--- src/rtl/mux_scan.sv ---
// mux_scan: registered N:1 channel multiplexer with manual and auto-scan modes.
//
// Optional feature: define MUX_SCAN_MASK_EN to add the ch_mask port. Scan
// steps then skip channels whose mask bit is 0. Manual mode ignores the mask.
//
// Ports:
//   clk      in   clock, rising edge
//   rst_n    in   asynchronous active-low reset
//   din      in   packed channel data, channel k = din[k*W +: W]
//   sel      in   manual channel select
//   scan     in   1 = auto-scan, 0 = manual
//   hold     in   scan mode: freeze dwell counter and channel
//   ch_mask  in   channel enable mask (MUX_SCAN_MASK_EN only)
//   y        out  registered selected data
//   ch       out  registered index of the channel driving y
//   step     out  pulse on the cycle ch advances in scan mode
//   wrap     out  pulse when a scan step passes the last channel
//   sel_err  out  pulse when manual sel >= CH
//
// state  | meaning
// MANUAL | ch follows sel, dwell counter held at 0
// SCAN   | ch advances every DWELL un-held cycles
module mux_scan #(
    parameter int CH    = 4,
    parameter int W     = 1,
    parameter int DWELL = 4,
    parameter int SELW  = $clog2(CH)
) (
    input  logic            clk,
    input  logic            rst_n,
    input  logic [CH*W-1:0] din,
    input  logic [SELW-1:0] sel,
    input  logic            scan,
    input  logic            hold,
`ifdef MUX_SCAN_MASK_EN
    input  logic [CH-1:0]   ch_mask,
`endif
    output logic [W-1:0]    y,
    output logic [SELW-1:0] ch,
    output logic            step,
    output logic            wrap,
    output logic            sel_err
);

    localparam int CW = (DWELL > 1) ? $clog2(DWELL) : 1;
    localparam logic [CW-1:0]   CNT_LAST = CW'(DWELL - 1);
    localparam logic [SELW:0]   CH_LIM   = (SELW + 1)'(CH);

    typedef enum logic {MANUAL, SCAN} mode_t;

    mode_t           mode, mode_nxt;
    logic [CW-1:0]   cnt, cnt_cur, cnt_nxt;
    logic [SELW-1:0] ch_nxt, adv_ch;
    logic            adv_any, adv_wrap;
    logic            step_nxt, wrap_nxt, err_nxt;
    logic [W-1:0]    y_nxt;
`ifdef MUX_SCAN_MASK_EN
    int              cand;
`endif

    // Channel that the next scan step would land on.
    always_comb begin
        adv_ch   = ch;
        adv_wrap = 1'b0;
        adv_any  = 1'b1;
`ifdef MUX_SCAN_MASK_EN
        adv_any  = 1'b0;
        cand     = 0;
        // Search forward from ch+1, wrapping; landing at or below ch
        // means index CH-1 was passed (this includes landing on ch itself).
        for (int i = 1; i <= CH; i++) begin
            cand = (int'(ch) + i) % CH;
            if (!adv_any && ch_mask[cand]) begin
                adv_any  = 1'b1;
                adv_ch   = SELW'(cand);
                adv_wrap = (cand <= int'(ch));
            end
        end
`else
        if (int'(ch) == CH - 1) begin
            adv_ch   = '0;
            adv_wrap = 1'b1;
        end else begin
            adv_ch   = ch + 1'b1;
        end
`endif
    end

    always_comb begin
        mode_nxt = mode;
        cnt_nxt  = cnt;
        ch_nxt   = ch;
        step_nxt = 1'b0;
        wrap_nxt = 1'b0;
        err_nxt  = 1'b0;
        // Entering scan always starts a fresh dwell.
        cnt_cur  = (mode == SCAN) ? cnt : '0;

        if (!scan) begin
            mode_nxt = MANUAL;
            cnt_nxt  = '0;
            if ({1'b0, sel} >= CH_LIM) begin
                err_nxt = 1'b1;
            end else begin
                ch_nxt  = sel;
            end
        end else begin
            mode_nxt = SCAN;
            cnt_nxt  = cnt_cur;
            if (!hold) begin
                if (cnt_cur == CNT_LAST) begin
                    cnt_nxt = '0;
                    if (adv_any) begin
                        ch_nxt   = adv_ch;
                        step_nxt = 1'b1;
                        wrap_nxt = adv_wrap;
                    end
                end else begin
                    cnt_nxt = cnt_cur + 1'b1;
                end
            end
        end

        // y is sampled from the channel ch takes on this same edge.
        y_nxt = din[int'(ch_nxt) * W +: W];
    end

    always_ff @(posedge clk or negedge rst_n) begin
        if (!rst_n) begin
            mode    <= MANUAL;
            cnt     <= '0;
            ch      <= '0;
            y       <= '0;
            step    <= 1'b0;
            wrap    <= 1'b0;
            sel_err <= 1'b0;
        end else begin
            mode    <= mode_nxt;
            cnt     <= cnt_nxt;
            ch      <= ch_nxt;
            y       <= y_nxt;
            step    <= step_nxt;
            wrap    <= wrap_nxt;
            sel_err <= err_nxt;
        end
    end

endmodule
--- config.mk ---
export PLATFORM = sky130hd
export DESIGN_NAME = mux_scan
export DESIGN_NICKNAME = d
export VERILOG_FILES = /design/src/rtl/mux_scan.sv
export SDC_FILE = /design/constraint.sdc
export NUM_CORES = 1
export LEC_CHECK = 0
export ABC_AREA = 0
export CORE_AREA = 4 4 41 43
export CTS_CLUSTER_DIAMETER = 60
export DETAILED_ROUTE_END_ITERATION = 7
export DIE_AREA = 0 0 45 47
export GPL_TIMING_DRIVEN = 0
export HOLD_SLACK_MARGIN = 0.03
export MAX_ROUTING_LAYER = met4
export SYNTH_ARGS = -nofsm -noshare
export SYNTH_HDL_FRONTEND = slang
export SYNTH_SLANG_ARGS = --single-unit
--- constraint.sdc ---
create_clock -name clk -period 1.7 [get_ports clk]
set_input_delay 0.34 -clock clk [delete_from_list [all_inputs] [get_ports clk]]
set_output_delay 0.34 -clock clk [all_outputs]
set_load 0.05 [all_outputs]
==> results of run 1 <==
-- state kept, by name, summed over array words and instances (netlist names) --
signal	cells
y	1
wrap	1
ch	2
mode	1
cnt	2
step	1
-- Yosys cell counts (all sizes together), types with 2 or more instances --
cell / count
and2: 4
nor2b: 2
mux2i: 5
dfrtp: 8
nor2: 2
ha: 2
-- cells by family after synthesis --
logic type               count (synthesis)  share of synthesized area
other                                    1                    0.00937
XOR/XNOR                                 1                     0.0219
AO/OA/AOI/OAI                            2                     0.0719
adder cells (fa/ha/maj)                  2                     0.0625
multiplexers                             5                      0.125
buffers and inverters                    1                     0.0188
AND/OR/NAND/NOR                         11                      0.191
flip-flops                               8                      0.500
-- power by group --
part           internal [mW]  switching (mW)  total (mW)
logic                 0.0488          0.0616       0.110
clock network         0.0809          0.0652       0.146
registers              0.202         0.00603       0.208
-- worst max-delay path: stages (launching register included) --
cell and delay (ps):
dfrtp_1 350, and2_1 170, ha_1 210, nor2b_2 180
o221a_4 270, mux2i_1 160, mux2i_1 90
-- routing by layer --
metal	track usage	vias to the layer above
li1	-	138
met1	0.0796	139
met2	0.172	9
met3	0.0268	0
met4	0.0351	0
met5	-	-
-- final timing paths --
| check | slack [ps] | to | start |
|---|---|---|---|
| max | 160 | y | cnt[0] |
| min | 370 | ch[1] | rst_n |
| max reg2reg | 160 | y | cnt[0] |
| min reg2reg | 670 | cnt[1] | cnt[1] |
| max in group asynchronous | 1050 | cnt[0] | rst_n |
| min in group clk | 670 | cnt[1] | cnt[1] |
-- stage by stage --
stage | hold slack, ps | worst slack (ps) | total power, mW | cell area [um^2] | setup TNS (ps)
2_1_floorplan | 44.4 | 104 | 0.276 | 400 | 0
3_3_place_gp | 634 | -24.0 | 0.324 | 559 | -24.0
3_5_place_dp | 652 | -96.4 | 0.329 | 559 | -96.4
4_1_cts | 386 | 134 | 0.470 | 576 | 0
5_1_grt | 406 | 88.8 | 0.488 | 576 | 0
6_report | 370 | 162 | 0.464 | 576 | 0
-- cell type report --
cell class | count | area share
Clock buffer | 3 | 0.0391
Sequential cell | 8 | 0.348
Buffer | 1 | 0.0130
Tap cell | 15 | 0.0326
Timing Repair Buffer | 14 | 0.233
Multi-Input combinational cell | 22 | 0.335
==> out/metrics.cfg, run 1 <==
[status]
outcome = finished clean

[cts]
cts_buffers = 3
postCtsResizedCells = 5
cts.sinks = 8
cts_max_path_buffers = 2
cts_tree = built
htree_levels = 1
clkTransAtPathRegs_ps = 60
cts_setup_buffers = 0
cts-root-buf = clkbuf_4
postCtsHoldBufs = 0
clkLatencyLatePin_ps = 250

[floorplanning]
die_w_um = 45
start_util = 0.308
dieHeight_um = 47
io_pins = 16
fp-row-count = 13
dieArea_um2 = 2120
core_area_um2 = 1300

[synthesis]
synth_cell_types = 16
ys_seq_area_frac = 0.500
synthCells = 31
synth_top_cell_by_area = dfrtp_1
yosysWarningCount = 0
synthArstFlopShare = 1.00
synth.area.top_cells = dfrtp_1 (50%), mux2i_1 (13%), ha_1 (6.3%)
synth_edf_count = 0
synth_flop_cell = dfrtp_1
netlist_area_um2 = 400
yosysTopAreaCellShare = 0.500
ys_ff_latch = 8
syn-num-nets = 43
postSynthAreaPerCell_um2 = 12.9

[routing]
wl_per_cell_um = 12.3
viasPerCell = 4.54
drc = 0
dr_wl_met3_um = 58
wl_um = 774
met2WireLength_um = 437
met1_length_um = 278
top_layer = met3
drtAntennaViolNets = 0
dr.pass1.iters = 2
vias = 286
dr.first_iter.drc_count = 3

[finish]
num_antenna_cells = 0
fin_nets = 62
drive_gt1_frac = 0.208
layoutNonFillerInstCount = 63
utilization = 0.442
layout_commonest_cell = clkdlybuf4s50_1
fill_cells = 143
multi_input_comb_area_um2 = 193
mostFrequentLayoutCells = clkdlybuf4s50_1 (9), dfrtp_1 (8), mux2i_1 (5), dlygate4sd2_1 (5)
syn2layout_area_growth_pct = 43.8
register_area_um2 = 200

[global_route]
grt_max_degree = 11
grt_usage = 0.0890
grt_pass1_wl_um = 1280
grt_pass1_vias = 321
antenna_found_initial = 0
gr-total-overflow = 0

[setup_path]
worst-path-max-fanout = 4
worst_ep_arrival_time_ps = 1670
critical_path_class = flip-flop to flip-flop
start_kind = flip-flop
reg2reg_depth = 6
required_ps = 1830
worstSetupEndpointType = flip-flop

[sta]
period_minus_slack_ps = 1540
rsz0062_at_grt = no
finalSetupViolations = 0
hold_viol = 0
finClkSkew_ps = 7.04
drv_slew = 0
fmax_ghz = 0.650
timing.final.crit_share = 0.905

[placed_design]
place_inst = 60
globalplace.congestion = 0.671
io_buffers = 14

[power]
peakVddDrop_mv = 0.437
leakagePower_nw = 0.275
power_density_nw_per_um2 = 807

[hold_path]
hold_path.class = input pin to asynchronous set/reset pin

[flow_run]
drv_cap = 0

Power figures use the tool's default switching activity.
==> run 2: changes to the inputs <==
--- a/config.mk
+++ b/config.mk
@@ -13,6 +13,7 @@
 export GPL_TIMING_DRIVEN = 0
 export HOLD_SLACK_MARGIN = 0.03
 export MAX_ROUTING_LAYER = met4
+export SKIP_LAST_GASP = 1
 export SYNTH_ARGS = -nofsm -noshare
 export SYNTH_HDL_FRONTEND = slang
 export SYNTH_SLANG_ARGS = --single-unit
==> constraint.sdc (replaced) <==
create_clock -name clk -period 1.4 [get_ports clk]
set_input_delay 0.28 -clock clk [delete_from_list [all_inputs] [get_ports clk]]
set_output_delay 0.28 -clock clk [all_outputs]
set_load 0.05 [all_outputs]
==> out/metrics.cfg, run 2 (synthesis gave the netlist of run 1 again) <==
[finish]
layout_commonest_cell = clkdlybuf4s50_1
drive_gt1_frac = 0.380
mostFrequentLayoutCells = clkdlybuf4s50_1 (8), dfrtp_1 (6), mux2i_1 (5)
num_antenna_cells = 0
utilization = 0.468
top_regs = ch (2), cnt (2)
syn2layout_area_growth_pct = 52.2
layoutNonFillerInstCount = 65
fin_nets = 64
finalInstanceArea_um2 = 609

[flow_run]
drv_cap = 0

[sta]
finClkSkew_ps = 2.45
hold_viol = 0
setup_ws_ps = -38.0
finalSetupViolations = 1
rsz0062_at_grt = yes
fmax_ghz = 0.695
timing.final.crit_share = 1.03
drv_slew = 0
period_minus_slack_ps = 1440

[floorplanning]
core_area_um2 = 1300
dieHeight_um = 47
start_util = 0.308
fp-row-count = 13
dieArea_um2 = 2120
io_pins = 16
die_w_um = 45

[cts]
cts-root-buf = clkbuf_4
postCtsHoldBufs = 0
clkLatencyLatePin_ps = 250
cts_buffers = 3
htree_levels = 1
cts_max_path_buffers = 2
cts_tree = built
cts.sinks = 8
clkTransAtPathRegs_ps = 50

[power]
p_sw_mw = 0.156
seqPwrFrac = 0.448
pwr-share-comb = 0.252
leakagePower_nw = 0.279
clockPowerShare = 0.300
peakVddDrop_mv = 0.535
finalPower_mw = 0.565
power_density_nw_per_um2 = 927
intPower_mw = 0.409
swShare = 0.276

[routing]
wl_um = 794
wl_per_cell_um = 12.2
vias = 287
drtAntennaViolNets = 0
viasPerCell = 4.42
dr.first_iter.drc_count = 8
drc = 0
dr.pass1.iters = 3

[hold_path]
hold_path.class = input pin to asynchronous set/reset pin

[setup_path]
critical_path_class = input pin to flip-flop
worst-path-max-fanout = 4
start_kind = input pin
required_ps = 1530
r2r_end = y
r2r-start = ch[0]
reg2reg_depth = 5
worst_ep_arrival_time_ps = 1570
rrSetupSlack_ps = -40
worstSetupEndpointType = flip-flop

[global_route]
gr-total-overflow = 0
grt_usage = 0.103
grt_pass1_vias = 309
antenna_found_initial = 0
grt_pass1_wl_um = 1350
grt_max_degree = 11

[placed_design]
placed_area_um2 = 562
dpl_worst_slack_ps = -356
place_hpwl_um = 691
io_buffers = 14
globalplace.congestion = 0.685
place_inst = 60

[status]
violations = negative setup slack
outcome = finished, violations left

run 2: cell count changes in the layout (fill, tap and decap cells not counted), sizes merged:
cell and delta:
buf +3, clkbuf +1, dlygate4sd2 -3, clkdlybuf4s15 +2, clkdlybuf4s50 -1
run 2: metal layers:
layer,GRT usage,share of wire,vias to the layer above,wire length (um)
met3,0.0613,0.087,0,69
li1,-,-,143,-
met4,0.0526,0,0,0
met2,0.178,0.60,11,476
met1,0.0860,0.31,133,248
met5,-,0,-,0
run 2: what timing repair did:
| action | 4_1_cts | 5_1_grt |
|---|---|---|
| resized for setup | 13 | 6 |
| setup buffers | 2 | 0 |
| endpoints found under the setup margin | 6 | 5 |
| pin swaps | 1 | 0 |
run 2: power groups by stage:
stage / clock network (mW) / registers (mW) / logic, mW
global route: 0.198 / 0.255 / 0.153
global placement: 0 / 0.256 / 0.138
CTS: 0.181 / 0.253 / 0.148
finish: 0.170 / 0.253 / 0.142
detailed placement: 0 / 0.257 / 0.143
floorplan: 0 / 0.290 / 0.0469
run 2: area by class of cell:
type	count	area, um^2
fillers	123	692
flip-flops and latches	8	203
well taps	15	18.8
multi-input cells	22	215
plain buffers	1	7.51
repair buffers	16	143
clock buffers	3	22.5
run 2: how the worst max path moves through the flow:
stage,from,endpoint,slack (ps),cells past startpoint
floorplan,ch[0],y,-80,5
global placement,scan,y,-270,5
detailed placement,scan,y,-360,5
CTS,ch[0],y,-60,5
global route,cnt[0],y,-130,6
finish,hold,y,-40,5
run 2: critical path, cell delays in order:
cell and delay, ps:
clkdlybuf4s50_1 600, nand4bb_1 180, o221a_4 210, mux2i_1 210, mux2i_1 90
run 2: metrics by stage:
stage | setup TNS, ps | hold WS [ps]
2_1_floorplan | -81.9 | -15.6
3_3_place_gp | -464 | 576
3_5_place_dp | -604 | 589
4_1_cts | -116 | 328
5_1_grt | -134 | 333
6_report | -38.0 | 311
